[config.mk]
export PLATFORM = sky130hd
export DESIGN_NAME = uart_rx_core
export DESIGN_NICKNAME = d
export VERILOG_FILES = /design/src/rtl/uart_pkg.sv /design/src/rtl/uart_rx_sync.sv /design/src/rtl/uart_rx_core.sv
export SDC_FILE = /design/constraint.sdc
export NUM_CORES = 1
export LEC_CHECK = 0
export ABC_AREA = 1
export BUFFER_PORTS_ARGS = -buffer_cell sky130_fd_sc_hd__buf_2
export CORE_MARGIN = 2
export CORE_UTILIZATION = 50
export CTS_CLUSTER_DIAMETER = 200
export CTS_CLUSTER_SIZE = 8
export DETAILED_ROUTE_END_ITERATION = 6
export PLACE_DENSITY = 0.7
export SLEW_MARGIN = 15
export SYNTH_ARGS = -nofsm -noshare
export SYNTH_HDL_FRONTEND = slang
export SYNTH_SLANG_ARGS = --single-unit
[constraint.sdc]
create_clock -name clk -period 2 [get_ports clk]
set_input_delay 0.1 -clock clk [delete_from_list [all_inputs] [get_ports clk]]
set_output_delay 0.1 -clock clk [all_outputs]
set_load 0.005 [all_outputs]
[src/rtl/uart_pkg.sv]
// Shared types and helpers for the UART receive path.
// The receiver's optional majority-vote sampling is controlled by UART_RX_MAJORITY_EN.
package uart_pkg;

  typedef enum logic [2:0] {
    IDLE,
    START,
    DATA,
    PARITY,
    STOP
  } state_t;

  localparam int PAR_NONE = 0;
  localparam int PAR_ODD  = 1;
  localparam int PAR_EVEN = 2;

  // Parity bit a transmitter sends for this data word (unused bits must be zero).
  function automatic logic par_calc(input logic [8:0] data, input int mode);
    logic x;
    x = ^data;
    case (mode)
      PAR_ODD:  par_calc = ~x;
      PAR_EVEN: par_calc = x;
      default:  par_calc = 1'b0;
    endcase
  endfunction

endpackage

[src/rtl/uart_rx_sync.sv]
// Input conditioning for the UART receiver: optional inversion, two-flop
// synchroniser, edge-detect flop and the armed flag that gates start edges.
module uart_rx_sync #(
  parameter int INVERT_RX = 0
) (
  input  logic clk,
  input  logic rst,
  input  logic rxd,
  input  logic disarm,
  output logic rx_s,
  output logic start_edge
);

  logic       rx_in;
  logic       rx_meta;
  logic       rx_d;
  logic       armed;
  logic [1:0] fill;

  assign rx_in = (INVERT_RX != 0) ? ~rxd : rxd;

  // Synchronise the line and keep one extra delayed copy for falling-edge detection.
  always_ff @(posedge clk or posedge rst) begin
    if (rst) begin
      rx_meta <= 1'b1;
      rx_s    <= 1'b1;
      rx_d    <= 1'b1;
    end else begin
      rx_meta <= rx_in;
      rx_s    <= rx_meta;
      rx_d    <= rx_s;
    end
  end

  // Track when rx_s holds a real line sample rather than its reset value.
  always_ff @(posedge clk or posedge rst) begin
    if (rst) begin
      fill <= 2'b00;
    end else begin
      fill <= {fill[0], 1'b1};
    end
  end

  // Arm only after genuinely seeing the idle-high line; a break disarms until the line recovers.
  always_ff @(posedge clk or posedge rst) begin
    if (rst) begin
      armed <= 1'b0;
    end else if (fill[1] && rx_s) begin
      armed <= 1'b1;
    end else if (disarm) begin
      armed <= 1'b0;
    end
  end

  assign start_edge = armed & rx_d & ~rx_s;

endmodule

[src/rtl/uart_rx_core.sv]
// Parametrised UART receiver: configurable data width, parity and stop bits,
// with false-start rejection and parity/framing/break reporting.
// Define UART_RX_MAJORITY_EN for 2-of-3 majority sampling around each bit centre
// (needs CLKS_PER_BIT >= 6, adds one cycle of latency).
module uart_rx_core
  import uart_pkg::*;
#(
  parameter int CLKS_PER_BIT = 217,
  parameter int DATA_BITS    = 8,
  parameter int PARITY_MODE  = 0,
  parameter int STOP_BITS    = 1,
  parameter int INVERT_RX    = 0
) (
  input  logic                 clk,
  input  logic                 rst,
  input  logic                 rxd,
  output logic [DATA_BITS-1:0] data,
  output logic                 data_valid,
  output logic                 parity_err,
  output logic                 frame_err,
  output logic                 break_det,
  output logic                 busy
);

  localparam int CW = $clog2(CLKS_PER_BIT);
  localparam int BW = $clog2(DATA_BITS + 1);
  localparam logic [CW-1:0] BIT_DEC  = CW'(CLKS_PER_BIT - 1);
  localparam logic [BW-1:0] LAST_BIT = BW'(DATA_BITS - 1);

  state_t               state;
  logic [CW-1:0]        clk_cnt;
  logic [BW-1:0]        bit_cnt;
  logic [DATA_BITS-1:0] shreg;
  logic                 par_err_acc;
  logic                 frm_acc;
  logic                 all_low;
  logic                 disarm;
  logic                 rx_s;
  logic                 start_edge;
  logic                 sample;

  uart_rx_sync #(
    .INVERT_RX(INVERT_RX)
  ) u_sync (
    .clk       (clk),
    .rst       (rst),
    .rxd       (rxd),
    .disarm    (disarm),
    .rx_s      (rx_s),
    .start_edge(start_edge)
  );

`ifdef UART_RX_MAJORITY_EN
  // With voting, every decision moves one count later so the third vote is the centre+1 sample.
  localparam logic [CW-1:0] START_DEC = CW'((CLKS_PER_BIT - 1) / 2 + 1);

  logic [1:0] hist;

  // Keep the two previous synchronised samples for the 2-of-3 vote.
  always_ff @(posedge clk or posedge rst) begin
    if (rst) begin
      hist <= 2'b11;
    end else begin
      hist <= {hist[0], rx_s};
    end
  end

  assign sample = (hist[1] & hist[0]) | (hist[1] & rx_s) | (hist[0] & rx_s);
`else
  localparam logic [CW-1:0] START_DEC = CW'((CLKS_PER_BIT - 1) / 2);

  assign sample = rx_s;
`endif

  assign busy = (state != IDLE);

  // Frame FSM: half-bit start qualification, then one decision per bit period; results registered on the last stop sample.
  always_ff @(posedge clk or posedge rst) begin
    if (rst) begin
      state       <= IDLE;
      clk_cnt     <= '0;
      bit_cnt     <= '0;
      shreg       <= '0;
      par_err_acc <= 1'b0;
      frm_acc     <= 1'b0;
      all_low     <= 1'b0;
      disarm      <= 1'b0;
      data        <= '0;
      data_valid  <= 1'b0;
      parity_err  <= 1'b0;
      frame_err   <= 1'b0;
      break_det   <= 1'b0;
    end else begin
      data_valid <= 1'b0;
      parity_err <= 1'b0;
      frame_err  <= 1'b0;
      break_det  <= 1'b0;
      disarm     <= 1'b0;
      clk_cnt    <= clk_cnt + 1'b1;
      case (state)
        IDLE: begin
          clk_cnt <= '0;
          if (start_edge) begin
            state <= START;
          end
        end
        START: begin
          if (clk_cnt == START_DEC) begin
            clk_cnt <= '0;
            if (sample) begin
              state <= IDLE;
            end else begin
              state       <= DATA;
              bit_cnt     <= '0;
              all_low     <= 1'b1;
              frm_acc     <= 1'b0;
              par_err_acc <= 1'b0;
            end
          end
        end
        DATA: begin
          if (clk_cnt == BIT_DEC) begin
            clk_cnt <= '0;
            shreg   <= {sample, shreg[DATA_BITS-1:1]};
            all_low <= all_low & ~sample;
            if (bit_cnt == LAST_BIT) begin
              bit_cnt <= '0;
              state   <= (PARITY_MODE != PAR_NONE) ? PARITY : STOP;
            end else begin
              bit_cnt <= bit_cnt + 1'b1;
            end
          end
        end
        PARITY: begin
          if (clk_cnt == BIT_DEC) begin
            clk_cnt     <= '0;
            par_err_acc <= (sample != par_calc(9'(shreg), PARITY_MODE));
            all_low     <= all_low & ~sample;
            state       <= STOP;
          end
        end
        STOP: begin
          if (clk_cnt == BIT_DEC) begin
            clk_cnt <= '0;
            if (STOP_BITS == 2 && bit_cnt == '0) begin
              bit_cnt <= 1'b1;
              frm_acc <= frm_acc | ~sample;
              all_low <= all_low & ~sample;
            end else begin
              bit_cnt    <= '0;
              state      <= IDLE;
              data       <= shreg;
              data_valid <= 1'b1;
              parity_err <= par_err_acc;
              frame_err  <= frm_acc | ~sample;
              break_det  <= all_low & ~sample;
              disarm     <= all_low & ~sample;
            end
          end
        end
        default: begin
          state   <= IDLE;
          clk_cnt <= '0;
        end
      endcase
    end
  end

endmodule

## Word level (Yosys, flattened, before mapping)

Cells that the tools add are included.

- Bits of input ports: 3
- Logic and storage cells: 90
- Register bits: 43

- Reduce and logical (&&, ||, !) cells: 15
- Bitwise gates (word level): 4
- Eq/ne operators: 16
- Multiplexer cells: 37
- Add/subtract/negate cells: 2

Operators with widths:

| kind | number |
|---|---|
| 2-to-1 mux 4 bit | 5 |
| 2-to-1 mux 1 bit | 18 |
| 2-to-1 mux 3 bit | 6 |
| 2-to-1 mux 8 bit | 2 |
| case mux 8 bit (2 select lines) | 1 |
| case mux 3 bit (5 select lines) | 1 |
| inequality test 2 bit (second input constant) | 7 |
| case mux 4 bit (3 select lines) | 1 |
| adder 8 x 1 -> 8 bit (second input constant) | 1 |
| equality test 8 x 7 -> 1 bit (second input constant) | 1 |
| equality test 8 bit (second input constant) | 1 |
| AND reduction 4 bit | 2 |
| equality test 3 x 2 -> 1 bit (second input constant) | 2 |
| AND reduction 6 bit | 1 |
| nonzero test 2 bit | 3 |
| nonzero test 3 bit | 2 |
| AND reduction 5 bit | 1 |
| adder 4 x 1 -> 4 bit (second input constant) | 1 |
| equality test 4 x 3 -> 1 bit (second input constant) | 1 |
| case mux 1 bit (2 select lines) | 2 |
| AND reduction 2 bit | 2 |
| bitwise AND 1 bit | 3 |
| equality test 3 x 1 -> 1 bit (second input constant) | 1 |
| equality test 3 bit (second input constant) | 1 |
| 8 further kinds | 8 |

## Depth between registers and ports, before layout

Gate-level depths: netlist of the first run.

- Depth in word-level cells: 6
- Depth in mapped cells: 11

## Hierarchy

A second synthesis of the first run with hierarchy kept.

- Cells, all modules: 230
- Area total of the unflattened synthesis: 1974.4 sq um

By module, submodules not included:

| module | cells each | area each (sq um) | times used |
|---|---|---|---|
| uart_rx_core | 216 | 1788.0 | 1 |
| uart_rx_sync | 14 | 186.4 | 1 |

## Worst setup path before layout of the first run

OpenSTA, ideal clock, no wires.

- Path kind: reg-to-reg
- Start point: reg clk_cnt[0]
- End point: reg shreg[2]
- Period minus slack after synthesis: 1.364 ns
- Stages on the path, launching flop included: 11
- Arrival: 1.245 ns
- Setup time: 0.118 ns
- Path slack: 0.636 ns
- Cells stage by stage: dfrtp_1 -> inv_1 -> ha_1 -> nand2_1 -> nor2_4 -> nand2_4 -> inv_4 -> nand2_4 -> buf_6 -> nand2_1 -> o21ai_2

- Word-level cells in the longest chain between the ends: 2

RTL lines:

| what | RTL line | RTL |
|---|---|---|
| start, declared | uart_rx_core.sv:31 | `logic [CW-1:0] clk_cnt;` |
| start signal, assigned | uart_rx_core.sv:99 | `clk_cnt <= clk_cnt + 1'b1;` |
| equality test 8 bit | uart_rx_core.sv:122 | `if (clk_cnt == BIT_DEC) begin` |
| AND reduction 2 bit (no line) | n/a |  |
| end signal, assigned | uart_rx_core.sv:124 | `shreg <= {sample, shreg[DATA_BITS-1:1]};` |
| end, declared | uart_rx_core.sv:33 | `logic [DATA_BITS-1:0] shreg;` |

No other way between the ends.
A chain may end at the register's enable or synchronous reset.

## Worst setup path in the final report of the first run

- Start point: reg clk_cnt[0]
- End point: reg bit_cnt[2]

- Word-level cells in the longest chain between the ends: 3

RTL lines:

| what | RTL line | RTL |
|---|---|---|
| equality test 8 bit / equality test 8 x 7 -> 1 bit (equally long branches) | uart_rx_core.sv:122, uart_rx_core.sv:143, uart_rx_core.sv:108 |  |
| inequality test 2 bit (no line) | n/a |  |
| AND reduction 5 bit (no line) (*) | n/a |  |
| end signal, assigned | uart_rx_core.sv:130 | `bit_cnt <= bit_cnt + 1'b1;` |
| end, declared | uart_rx_core.sv:32 | `logic [BW-1:0] bit_cnt;` |

Mark *: on every way between the ends. The rest lies on a longest branch, timed or not.

==> results of run 1 <==
-- flip-flops by register name, indices dropped and copies added, names as in the netlist, 2 cells and up --
name and count:
shreg 8, u_sync.fill 2, bit_cnt 4, clk_cnt 8, state 3, data 8
-- worst max-delay path, cell delays in order, from the launching register on --
cell	delay, ps
dfrtp_1	420
inv_1	70
ha_1	160
nand2_1	50
nor2_1	80
nand2_1	90
o21ai_2	280
nand2_2	120
nand2_1	70
nand2_1	50
-- per-stage QoR --
stage	instance area [um2]	hold WS (ps)	utilization [%]	worst slack, ps
floorplan	2030	104	-	636
global placement	2150	206	54.5	520
detailed placement	2150	207	54.5	510
CTS	2270	363	57.6	494
global route	2270	366	57.6	347
finish	2270	360	57.6	509
-- power by group through the flow --
stage                     Combinational, mW  Clock (mW)  Sequential (mW)
after detailed placement              0.680           0             1.04
final                                 0.680       0.611             1.02
after CTS                             0.686       0.630             1.02
after global placement                0.669           0             1.03
after floorplan                       0.552           0             1.02
after global routing                  0.770       0.657             1.03
-- cell families (layout without fill, tap and decap cells) --
| family | Yosys count | after routing | share of synthesized area (%) |
|---|---|---|---|
| adders and majority gates | 3 | 3 | 1.85 |
| buffers and inverters | 38 | 61 | 7.90 |
| xor gates and xnor gates | 5 | 5 | 2.16 |
| DFF | 43 | 43 | 53.2 |
| AOI/OAI and AO/OA | 21 | 21 | 8.02 |
| other | 1 | 1 | 0.185 |
| and+or+nand+nor | 114 | 114 | 26.6 |
-- synthesized netlist by cell type, drive strengths merged --
master  count  area share [%]
a31oi       1            0.31
xnor2       3             1.3
dfrtp      40              49
nand2      66              15
nand3      14             3.7
nor2       27             6.2
nand3b      1            0.37
clkbuf      1            0.18
o21ai      19             7.3
dfstp       3             3.9
nor3        4             1.2
conb        1            0.18
buf         2             1.1
xor2        2            0.86
ha          3             1.9
nand4       2            0.62
a21oi       1            0.43
inv        35             6.6
-- routing by layer --
| metal | vias up | part of all wire [%] |
|---|---|---|
| met5 | - | 0 |
| met4 | 0 | 2.0 |
| met3 | 7 | 3.2 |
| met2 | 23 | 45 |
| met1 | 656 | 49 |
| li1 | 732 | - |
-- how the worst min path moves through the flow --
stage | start | endpoint
floorplan | rxd | u_sync.rx_meta
global placement | rxd | u_sync.rx_meta
detailed placement | rxd | u_sync.rx_meta
CTS | u_sync.rx_meta | u_sync.rx_s
global route | u_sync.rx_meta | u_sync.rx_s
finish | u_sync.rx_meta | u_sync.rx_s
-- what timing repair did --
action / 4_1_cts / 5_1_grt
hold buffers: 2 / 0
setup buffers: 0 / 0
hold endpoints to repair: 41 / 0
-- final cells by class --
| cell class | count | area, um2 | share of cell area, % |
|---|---|---|---|
| Inverter | 35 | 134 | 5.90 |
| Timing Repair Buffer | 18 | 103 | 4.52 |
| Tap cell | 50 | 62.6 | 2.75 |
| Sequential cell | 43 | 1080 | 47.5 |
| Clock buffer | 7 | 96.3 | 4.24 |
| Clock inverter | 1 | 7.51 | 0.331 |
| Multi-Input combinational cell | 144 | 788 | 34.7 |
-- cells in the final DEF, fill, tap and decap left out, types with 2 or more instances in the layout --
cell / count
nor3_1: 3
nand2_2: 4
o21ai_2: 14
buf_2: 15
nor2_1: 25
dfstp_2: 3
nand2_4: 5
nand2_1: 57
xor2_1: 2
nand3_1: 13
clkbuf_8: 7
ha_1: 3
dfrtp_1: 40
inv_1: 31
inv_2: 3
xnor2_1: 3
nand4_1: 2
dlygate4sd3_1: 2
o21ai_0: 5
==> key figures, run 1 <==
Timing
  – Worst Skew: 9.78 ps
  – RSZ-0062 raised after global routing: no
  – Final Cycle Share: 74.5%
  – Fin crit period: 1490 ps
  – Worst relative slew slack: 63.8%
  – Final setup viols: 0
  – Worst-Margin Slew: 544 ps
  – Setup TNS: 0 ps
  – Max Clock Freq: 671 MHz
  – Slew Limit Fails: 0
  – Final Hold Viols: 0

Global routing
  – GRT Total Usage: 17.1%
  – First-pass GRT wire length: 5690 um
  – Largest net degree at the start of global routing: 44
  – Most Crowded Layer GR: met2
  – Met1 Use GR: 22.8%
  – GR Layer Usage met2: 25.9%
  – Total gr overflow: 0
  – Antenna violations before repair: 0
  – Vias in the first global route: 1262
  – Met3 GRT Util: 4.00%

Min path
  – Hold Path Stages: 0
  – HP Class: flip-flop to flip-flop

Routing
  – Final ANT Viol Nets: 0
  – DR pass1 iterations: 4
  – Routed wire length: 3320 um
  – Iteration-0 DRC Markers: 90
  – Residual DRC: 0
  – Via count: 1418
  – Vias per cell: 4.76
  – Avg WL per Cell: 11.1 um

Floorplan
  – Core Box Area: 3940 um2
  – Die area: 4580 um2
  – Die X: 67.7 um
  – Row count: 23
  – DIE HEIGHT: 67.7 um
  – Initial core utilization: 51.4%
  – Io pins: 16

Pwr
  – Sw frac: 35.7%
  – Flop pwr share: 44.2%
  – Maximum VDD drop: 0.596 mV
  – Combinational power share: 29.4%
  – Static Leak: 1.21 nW
  – Internal power: 1.49 mW
  – PnR Total Power: 2.31 mW
  – Clock Power Share: 26.4%
  – Pwr per Cell Area: 1020 nW/um2
  – P_sw: 826 uW

Worst setup path
  – Reg2reg end: bit_cnt[2]
  – Data required time of the critical path: 2190 ps
  – Crit path capture type: flip-flop
  – R2r startpoint: clk_cnt[0]
  – CP arrival: 1680 ps
  – Cell count of the worst reg-to-reg path: 9
  – Critical path capture point: bit_cnt[2]
  – Worst Setup SP: clk_cnt[0]
  – R2R setup slack: 510 ps
  – Crit start category: flip-flop
  – CP max FO: 7
  – CP Class: flip-flop to flip-flop

Logic synthesis
  – Post-synthesis net count: 231
  – Ys Warns: 0
  – Netlist cell types: 27
  – Gate Count Post-Synth: 225
  – Avg Inst Size Synth: 9.01 um2
  – Post-synthesis sequential area ratio: 53.2%
  – Synth Cell Area: 2030 um2
  – #FFs+latches synth: 43

CTS
  – CTS buffer count: 5
  – Clk pin slew, worst setup/hold paths: 80 ps
  – Clock buffer depth: 2
  – Worst-skew pair later-pin latency: 300 ps
  – TritonCTS clock tree: yes
  – Clk sinks: 43
  – H-tree depth: 2
  – CTS root buffer: clkbuf_8
  – Post_cts resized: 0

Finish
  – Layout cell share with drive strength beyond 1: 23.8%
  – # diodes: 0
  – Area growth from synthesis to layout: 12.0%
  – Fin nets: 253
  – Fillers: 350
  – Finished Layout Cells: 298

Placed design
  – Placed Instances: 288
  – DPL Wire Length: 2360 um
  – Number of port buffers: 15
  – Gpl congestion: 0.843

Outcome
  – Status: completed

Job
  – Maxcap violations: 0
Note: power is estimated with default switching activity, not from simulation.
==> inputs of run 2 (changes only) <==
--- a/config.mk
+++ b/config.mk
@@ -12,7 +12,7 @@
 export CTS_CLUSTER_DIAMETER = 200
 export CTS_CLUSTER_SIZE = 8
 export DETAILED_ROUTE_END_ITERATION = 6
-export PLACE_DENSITY = 0.7
+export PLACE_DENSITY = 0.73
 export SLEW_MARGIN = 15
 export SYNTH_ARGS = -nofsm -noshare
 export SYNTH_HDL_FRONTEND = slang
==> constraint.sdc (replaced) <==
create_clock -name clk -period 1.2 [get_ports clk]
set_input_delay 0.06 -clock clk [delete_from_list [all_inputs] [get_ports clk]]
set_output_delay 0.06 -clock clk [all_outputs]
set_load 0.005 [all_outputs]
==> run 2 against run 1 <==
The run now ends with setup timing left. Flip-flop and latch count did not move. Clock skew fell by 3.3 ps. Power rose by 98%. Non-clock buffer count rose by 28. Core utilization rose by 9.1 points. Clock power rose by 82%. Critical endpoint is now state[1]. Via count rose by 11%. Sequential power rose by 65%.
==> key figures, run 2 (same netlist as run 1, synthesis figures left out) <==
Finish
  – Area growth from synthesis to layout: 29.7%
  – Area of the multi-input gates: 900 um2 (+14%)
  – Layout cell share with drive strength beyond 1: 37.8% (+14 points)
  – Finished Layout Cells: 328 (+10%)
  – # diodes: 0 (unchanged)
  – Most frequent cells in the layout: nand2_1 (51), dfrtp_1 (40), inv_1 (29)
  – Commonest non-fill, non-tap cell in the layout: nand2_1
  – Largest regs: clk_cnt x8, data x8, shreg x8
  – Fillers: 306 (-13%)
  – Register area: 1080 um2 (unchanged)
  – Fin nets: 283 (+12%)

Worst setup path
  – CP Class: flip-flop to flip-flop
  – R2R setup slack: -280 ps (-780 ps)
  – CP max FO: 5 (-2)
  – Crit start category: flip-flop
  – Data required time of the critical path: 1430 ps (-760 ps)
  – Crit-path slowest cell: dfrtp_1
  – Critical path cell sequence: inv_1 > ha_2 > nand2_2 > nor2_4 > nand2_4 > nand2_4 > nand2_4 > nor2_8 > nand3_2 > nand2_1
  – Cell mode on critical path: nand2_4
  – CP arrival: 1710 ps (+30 ps)
  – Reg2reg end: state[1]
  – R2r startpoint: clk_cnt[1]
  – Cell count of the worst reg-to-reg path: 10 (+1)
  – Crit path capture type: flip-flop
  – Slowest Stage Delay on Critical Path: 400 ps (-20 ps)

Pwr
  – Static Leak: 1.37 nW (+13%)
  – Pwr per Cell Area: 1740 nW/um2 (+71%)
  – Maximum VDD drop: 1.25 mV (+110%)

Routing
  – Iteration-0 DRC Markers: 69 (-23%)
  – Via count: 1577 (+11%)
  – Residual DRC: 0 (unchanged)
  – Routed wire length: 3890 um (+17%)
  – Vias per cell: 4.81 (+1.0%)
  – DR pass1 iterations: 4 (unchanged)
  – Final ANT Viol Nets: 0 (unchanged)
  – Avg WL per Cell: 11.9 um (+6.5%)

CTS
  – Clk sinks: 43 (unchanged)
  – Worst-skew pair later-pin latency: 280 ps (-20 ps)
  – Clk pin slew, worst setup/hold paths: 80 ps (about the same)
  – Clock buffer depth: 2 (unchanged)
  – CTS root buffer: clkbuf_8
  – H-tree depth: 2 (unchanged)
  – TritonCTS clock tree: yes
  – CTS buffer count: 5 (unchanged)

Global routing
  – First-pass GRT wire length: 6870 um (+21%)
  – Vias in the first global route: 1553 (+23%)
  – Largest net degree at the start of global routing: 44 (unchanged)
  – Total gr overflow: 0 (unchanged)
  – Antenna violations before repair: 0 (unchanged)
  – GRT Total Usage: 20.0% (+2.9 points)

Min path
  – Hold Path Stages: 0 (unchanged)
  – Hold Path Sink: u_sync.fill[1]
  – HP Class: flip-flop to flip-flop
  – Beginning of the worst hold path: u_sync.fill[0]

Floorplan
  – Initial core utilization: 51.4% (unchanged)
  – Die area: 4580 um2 (unchanged)
  – Die X: 67.7 um (unchanged)
  – Io pins: 16 (unchanged)
  – Core Box Area: 3940 um2 (unchanged)
  – DIE HEIGHT: 67.7 um (unchanged)
  – Row count: 23 (unchanged)

Timing
  – Slew Limit Fails: 0 (unchanged)
  – Fin crit period: 1480 ps (-15.5 ps)
  – Max Clock Freq: 678 MHz (+1.1%)
  – Worst Skew: 6.50 ps (-3.28 ps)
  – Hold slack: 350 ps (-9.75 ps)
  – Final setup viols: 38 (+38)
  – Setup TNS: -8370 ps (-8370 ps)
  – RSZ-0062 raised after global routing: yes
  – Final Hold Viols: 0 (unchanged)
  – Final Cycle Share: 123% (+48 points)
  – Final WS setup: -275 ps (-784 ps)

Placed design
  – DPL Wire Length: 2640 um (+12%)
  – Placed Instances: 313 (+8.7%)
  – Gpl congestion: 0.844 (+0.18%)
  – Number of port buffers: 15 (unchanged)

Outcome
  – Failing checks: setup timing
  – Status: finished, violations left

Job
  – Maxcap violations: 0 (unchanged)
[run 2: stage by stage]
stage / setup slack, ps / area [um2] / util (%) / power (mW)
2_1_floorplan: -156 / 2060 / - / 2.68
3_3_place_gp: -242 / 2370 / 60.1 / 3.16
3_5_place_dp: -265 / 2370 / 60.1 / 3.19
4_1_cts: -252 / 2600 / 65.9 / 4.53
5_1_grt: -385 / 2630 / 66.7 / 4.88
6_report: -275 / 2630 / 66.7 / 4.58
[run 2: worst max path at each step]
stage               cells after the start  slack, ps  startpoint        to
finish                                 10       -280  clk_cnt[1]  state[1]
detailed placement                     10       -270  clk_cnt[0]  state[1]
global placement                       10       -240  clk_cnt[0]  state[1]
global route                           10       -380  clk_cnt[0]  state[1]
floorplan                              10       -160  clk_cnt[0]  shreg[2]
CTS                                    10       -250  clk_cnt[0]  state[1]
[run 2: area by class of cell]
class,count,share of cell area [%]
inverters,35,5.37
repair buffers,46,12.7
multi-input cells,146,34.2
clock inverters,3,1.66
clock buffers,5,2.62
well taps,50,2.38
flip-flops and latches,43,41.0
[run 2: timing repair]
item / 4_1_cts / 5_1_grt
hold buffers: 2 / 0
gates resized for setup: 11 / 11
setup endpoints to repair: 38 / 38
pin swaps: 7 / 7
endpoints found under the hold margin: 41 / 0
buffers inserted: 3 / 0
gates cloned: 2 / 0
[run 2: power by group]
| part | internal, mW | total [mW] | switching (mW) |
|---|---|---|---|
| clock | 0.620 | 1.11 | 0.487 |
| combinational | 0.746 | 1.79 | 1.04 |
| sequential | 1.59 | 1.68 | 0.0950 |
| total | 2.95 | 4.58 | 1.62 |
[run 2: critical path: cells and delay by family, from the launching register on]
kind	cells	cell delay, ps
flip-flops	1	400
adder cells (fa/ha/maj)	1	180
buffers and inverters	1	70
AND/OR/NAND/NOR	8	770
[run 2: metal layers]
| metal | track usage [%] | routed length (um) | vias up | part of all wire [%] |
|---|---|---|---|---|
| li1 | - | - | 801 | - |
| met3 | 4.50 | 101 | 2 | 2.6 |
| met1 | 27.4 | 1830 | 750 | 47 |
| met5 | 0 | 0 | - | 0 |
| met4 | 7.14 | 34 | 0 | 0.87 |
| met2 | 31.1 | 1920 | 24 | 49 |
